### src/rtl/v_matvec_mult.sv
// v_matvec_mult: chunked fixed-point y = W*x feeding the leaky-ReLU stage.
// Buffers x, streams W rows from a 1-cycle ROM, pushes saturated y chunks.
module v_matvec_mult #(
  parameter int InVecLength  = 8,
  parameter int OutVecLength = 8,
  parameter int NBits        = 16,
  parameter int FracBits     = 8,
  parameter int WorkingRegs  = 2,
  localparam int AddrW =
    $clog2(OutVecLength * InVecLength / WorkingRegs)
) (
  input  logic                         clk_in,
  input  logic                         rst_in,
  input  logic                         in_data_ready,
  input  logic [WorkingRegs*NBits-1:0] in_data,
  output logic                         req_chunk_in,
  output logic [AddrW-1:0]             weight_addr,
  input  logic [WorkingRegs*NBits-1:0] weight_data,
  input  logic                         out_ready,
  output logic [WorkingRegs*NBits-1:0] write_out_data,
  output logic                         req_chunk_out,
  output logic                         out_vector_valid,
  output logic                         busy
);

  localparam int C    = InVecLength / WorkingRegs;
  localparam int CW   = $clog2(C + 1);
  localparam int RW   = $clog2(OutVecLength + 1);
  localparam int XW   = (InVecLength > 1) ? $clog2(InVecLength) : 1;
  localparam int LW   = (WorkingRegs > 1) ? $clog2(WorkingRegs) : 1;
  localparam int AccW = 2 * NBits + $clog2(InVecLength) + 1;

  localparam logic signed [AccW-1:0] SatMax =
    {{(AccW - NBits + 1){1'b0}}, {(NBits - 1){1'b1}}};
  localparam logic signed [AccW-1:0] SatMin =
    {{(AccW - NBits + 1){1'b1}}, {(NBits - 1){1'b0}}};

  typedef enum logic [1:0] {
    IDLE,
    LOAD,
    COMPUTE,
    WRITE
  } state_e;

  state_e                   state_q, state_d;
  logic [CW-1:0]            c_q, c_d;
  logic [CW-1:0]            k_q, k_d;
  logic [RW-1:0]            r_q, r_d;
  logic signed [AccW-1:0]   acc_q, acc_d;
  logic signed [NBits-1:0]  x_q [InVecLength];
  logic signed [NBits-1:0]  x_d [InVecLength];
  logic signed [NBits-1:0]  oc_q [WorkingRegs];
  logic signed [NBits-1:0]  oc_d [WorkingRegs];

  logic [CW-1:0]            kk;
  logic [CW-1:0]            ka;
  logic [XW-1:0]            xi;
  logic [LW-1:0]            lane;
  logic signed [2*NBits-1:0] prod [WorkingRegs];
  logic signed [AccW-1:0]   dot;
  logic signed [AccW-1:0]   sum;
  logic signed [AccW-1:0]   shifted;
  logic signed [NBits-1:0]  res;

  // Dot product of the ROM word with the x chunk addressed last cycle
  always_comb begin
    kk  = (k_q == '0) ? '0 : k_q - CW'(1);
    ka  = (k_q < CW'(C)) ? k_q : CW'(C - 1);
    xi  = '0;
    dot = '0;
    for (int i = 0; i < WorkingRegs; i++) begin
      xi      = XW'(int'(kk) * WorkingRegs + i);
      prod[i] = $signed(weight_data[i*NBits +: NBits]) * x_q[xi];
      dot     = dot + AccW'(prod[i]);
    end
    sum     = acc_q + dot;
    shifted = sum >>> FracBits;
    if (shifted > SatMax) begin
      res = SatMax[NBits-1:0];
    end else if (shifted < SatMin) begin
      res = SatMin[NBits-1:0];
    end else begin
      res = shifted[NBits-1:0];
    end
    lane        = LW'(int'(r_q) % WorkingRegs);
    weight_addr = AddrW'(int'(r_q) * C + int'(ka));
  end

  // Handshake outputs and the packed output chunk
  always_comb begin
    req_chunk_in     = (state_q == LOAD) && in_data_ready;
    req_chunk_out    = (state_q == WRITE) && out_ready;
    out_vector_valid = req_chunk_out && (r_q == RW'(OutVecLength));
    busy             = (state_q != IDLE);
    write_out_data   = '0;
    for (int i = 0; i < WorkingRegs; i++) begin
      write_out_data[i*NBits +: NBits] = oc_q[i];
    end
  end

  // Next-state: load x, run rows one at a time, flush full out chunks
  always_comb begin
    state_d = state_q;
    c_d     = c_q;
    k_d     = k_q;
    r_d     = r_q;
    acc_d   = acc_q;
    x_d     = x_q;
    oc_d    = oc_q;
    case (state_q)
      IDLE: begin
        if (in_data_ready) begin
          state_d = LOAD;
          c_d     = '0;
        end
      end
      LOAD: begin
        if (in_data_ready) begin
          for (int i = 0; i < WorkingRegs; i++) begin
            x_d[XW'(int'(c_q) * WorkingRegs + i)] =
              in_data[i*NBits +: NBits];
          end
          c_d = c_q + CW'(1);
          if (c_q == CW'(C - 1)) begin
            state_d = COMPUTE;
            r_d     = '0;
            k_d     = '0;
          end
        end
      end
      COMPUTE: begin
        if (k_q == '0) begin
          acc_d = '0;
          k_d   = CW'(1);
        end else begin
          acc_d = sum;
          if (k_q == CW'(C)) begin
            oc_d[lane] = res;
            r_d        = r_q + RW'(1);
            k_d        = '0;
            if (lane == LW'(WorkingRegs - 1)) begin
              state_d = WRITE;
            end
          end else begin
            k_d = k_q + CW'(1);
          end
        end
      end
      WRITE: begin
        if (out_ready) begin
          state_d = (r_q == RW'(OutVecLength)) ? IDLE : COMPUTE;
        end
      end
      default: state_d = IDLE;
    endcase
  end

  // State and datapath registers with synchronous active-low reset
  always_ff @(posedge clk_in) begin
    if (!rst_in) begin
      state_q <= IDLE;
      c_q     <= '0;
      k_q     <= '0;
      r_q     <= '0;
      acc_q   <= '0;
      for (int i = 0; i < InVecLength; i++) begin
        x_q[i] <= '0;
      end
      for (int i = 0; i < WorkingRegs; i++) begin
        oc_q[i] <= '0;
      end
    end else begin
      state_q <= state_d;
      c_q     <= c_d;
      k_q     <= k_d;
      r_q     <= r_d;
      acc_q   <= acc_d;
      x_q     <= x_d;
      oc_q    <= oc_d;
    end
  end

endmodule

### config.mk
export PLATFORM = sky130hd
export DESIGN_NAME = v_matvec_mult
export DESIGN_NICKNAME = d
export VERILOG_FILES = /design/src/rtl/v_matvec_mult.sv
export SDC_FILE = /design/constraint.sdc
export NUM_CORES = 2
export LEC_CHECK = 0
export CAP_MARGIN = 20
export CORE_ASPECT_RATIO = 0.5
export CORE_MARGIN = 2
export CORE_UTILIZATION = 60
export CTS_BUF_LIST = sky130_fd_sc_hd__clkbuf_4
export DETAILED_ROUTE_END_ITERATION = 8
export GPL_TIMING_DRIVEN = 0
export PLACE_DENSITY_LB_ADDON = 0.15
export REMOVE_ABC_BUFFERS = 1
export SLEW_MARGIN = 20
export SYNTH_ARGS = -nofsm -noshare
export SYNTH_HDL_FRONTEND = slang
export SYNTH_SLANG_ARGS = --single-unit
### constraint.sdc
create_clock -name clk_in -period 13.7 [get_ports clk_in]
set_input_delay 1.37 -clock clk_in [delete_from_list [all_inputs] [get_ports clk_in]]
set_output_delay 1.37 -clock clk_in [all_outputs]
set_load 0.01 [all_outputs]
==> results.json <==
{
  "status": "finished clean",
  "async_flop_share": 0,
  "synth.cell_area_um2": 30700,
  "final_layout_size_suffix_gt1_frac": 0.05318,
  "clockBufferDepth": 3,
  "max_stage_delay_ns": 0.69,
  "syn-instance-count": 3405,
  "start_kind": "register",
  "startpoint": "k_q[0]",
  "ys_seq_area_frac": 0.1357,
  "synth_top_area_cell": "fa_1",
  "grt.total_usage": 0.2897,
  "synth.avg_cell_area_um2": 9.015,
  "grt_pass1_wl_um": 120400,
  "yosysMostFrequentCell": "inv_1",
  "coreArea_um2": 50360,
  "p_comb_frac": 0.710,
  "finalNetCount": 4333,
  "wl_per_cell_um": 17.23,
  "r2r-start": "k_q[0]",
  "io-pin-count": 109,
  "vdd_drop_max_v": 0.0002227,
  "grt_pass1_vias": 23560,
  "rows": 58,
  "seqPwrFrac": 0.155,
  "synth_top_cell_area_share": 0.4370,
  "synthToLayoutAreaGrowth_pct": 8.625,
  "vias": 22660,
  "rsz0062_at_grt": "false",
  "finalHoldViolCount": 0,
  "p_int_uw": 1905,
  "fin_crit_ns": 11.80,
  "synth-adder-area-share": 0.4993,
  "initial_utilization": 0.6095,
  "hold_path.class": "reg -> reg",
  "setup_tns_ns": 0,
  "place.gp.congestion": 0.9056,
  "cts_setup_buffers": 0,
  "setup_slack_ns": 1.895,
  "leakage_uw": 0.01609,
  "cts_resized": 0,
  "clock.fmax_mhz": 84.71,
  "die_w_um": 323.9,
  "routed_wl_um": 71860,
  "slew_headroom": 0.3473,
  "synth_flop_cell": "dfxtp_1",
  "pwr_density_cell_nw_per_um2": 118.9,
  "cts_root_buffer": "clkbuf_4",
  "placed_area_um2": 32690,
  "tightestPinTransition_ns": 0.9780,
  "pre_cts_ws_ns": 2.006,
  "endpoint_kind": "register",
  "netlist-cell-type-count": 68,
  "htree_levels": 2,
  "numCtsBuffers": 50,
  "drtIter0Drc": 1595,
  "critPathKind": "reg -> reg",
  "power_uw": 3964,
  "clk_pin_slew_worst_paths_ns": 0.07,
  "clk_latency_ns": 0.74,
  "finClkSkew_ns": 0.06288,
  "synth_top_family_by_area": "adder cells",
  "setup_viol": 0,
  "remaining_drc_errors": 0,
  "grt_max_degree": 95,
  "critPathSlowestCell": "o31ai_4",
  "drv_slew": 0,
  "cts_sinks": 208,
  "worst_ep_arrival_time_ns": 12.38,
  "synth.area.mux_share": 0.01076,
  "final_area_um2": 33340,
  "cts_tree": "yes",
  "p_switching_uw": 2060,
  "synth-xor-area-share": 0.01227,
  "synth.area.top_cells": "fa_1 (44%), dfxtp_1 (14%), inv_1 (9.1%)",
  "period_share": 0.8617,
  "portBuffers": 108,
  "synthSimpleGateAreaFrac": 0.1483,
  "ctsHoldBuffers": 0,
  "maxCapViolations": 0,
  "antenna_found_initial": 1,
  "power_frac_clock": 0.135,
  "gr-total-overflow": 0,
  "hpwlAfterDp_um": 59420,
  "synth_seq_cells": 208,
  "swShare": 0.5195,
  "yosysWarnings": 0,
  "cp.required_ns": 14.27,
  "synth-edff-count": 0,
  "dieArea_um2": 53090,
  "synth_compound_area_frac": 0.08311,
  "viasPerCell": 5.434,
  "path_max_fanout": 33,
  "min_from": "c_q[2]",
  "drtAntennaViolNets": 0,
  "synthTopCellsByCount": "inv_1 (741), fa_1 (670), nand2_1 (556), and2_1 (240), dfxtp_1 (208)",
  "dr.pass1.iters": 6,
  "fp.dieH_um": 163.9
}
[critical path: cells and delay by family, from the launching register on]
kind / cells / cell delay [ns]
buffers and inverters: 9 / 1.28
adder cells (fa/ha/maj): 10 / 4.84
AO/OA/AOI/OAI: 8 / 2.78
AND/OR/NAND/NOR: 8 / 2.17
flip-flops: 1 / 0.57
[registers in the layout, summed over array words and instances (netlist names)]
name            flops
k_q                 3
r_q                 4
x_q               128
state_q             2
acc_q              36
c_q                 3
write_out_data     32
[cells in the final DEF, fill, tap and decap left out, drive strengths merged, types with 68 or more instances in the layout]
| cell | count |
|---|---|
| nor2 | 107 |
| dfxtp | 208 |
| and2 | 240 |
| ha | 153 |
| inv | 744 |
| clkdlybuf4s50 | 107 |
| clkbuf | 73 |
| fa | 670 |
| nand2 | 558 |
| a21oi | 184 |
| o21ai | 68 |
[metrics by stage]
stage,hold WS (ns),instances,util
after floorplan,0.4319,3250,-
after global placement,0.4391,4048,0.6361
after detailed placement,0.4461,4080,0.6490
after CTS,0.4562,4169,0.6620
after global routing,0.4657,4170,0.6621
final,0.4532,4170,0.6621
[logic make-up after synthesis]
logic type	count (synthesis)
adder cells (fa/ha/maj)	823
multiplexers	33
AND/OR/NAND/NOR	991
XOR/XNOR	43
flip-flops	208
buffers and inverters	898
AO/OA/AOI/OAI	409
[area by class of cell]
| type | count | area, um^2 |
|---|---|---|
| Fill cell | 4305 | 17020 |
| Clock inverter | 16 | 105.1 |
| Sequential cell | 208 | 4164 |
| Antenna cell | 1 | 2.502 |
| Inverter | 743 | 2794 |
| Multi-Input combinational cell | 2299 | 23350 |
| Tap cell | 690 | 863.3 |
| Timing Repair Buffer | 140 | 1518 |
| Clock buffer | 73 | 548.0 |
[power groups by stage]
stage          Clock (uW)  Combinational (uW)  Sequential (uW)
2_1_floorplan           0                2010              626
3_3_place_gp            0                2730              627
3_5_place_dp            0                2770              627
4_1_cts               545                2790              613
5_1_grt               576                3130              613
6_report              537                2810              613
[path summary, 6_finish.rpt]
path	endpoint	slack, ns	depth (start not counted)
worst max register to register	write_out_data[30]	1.90	35
worst max-delay path	write_out_data[30]	1.90	35
worst min-delay path	c_q[2]	0.45	2
worst min register to register	c_q[2]	0.45	2
[metal layers]
layer / up-vias / wire length, um / global-route usage
li1: 10300 / - / -
met1: 11610 / 30970 / 0.4029
met2: 644 / 34270 / 0.4762
met3: 104 / 5032 / 0.05154
met4: 0 / 1583 / 0.07029
met5: - / 0 / 0
Power figures use the tool's default switching activity.
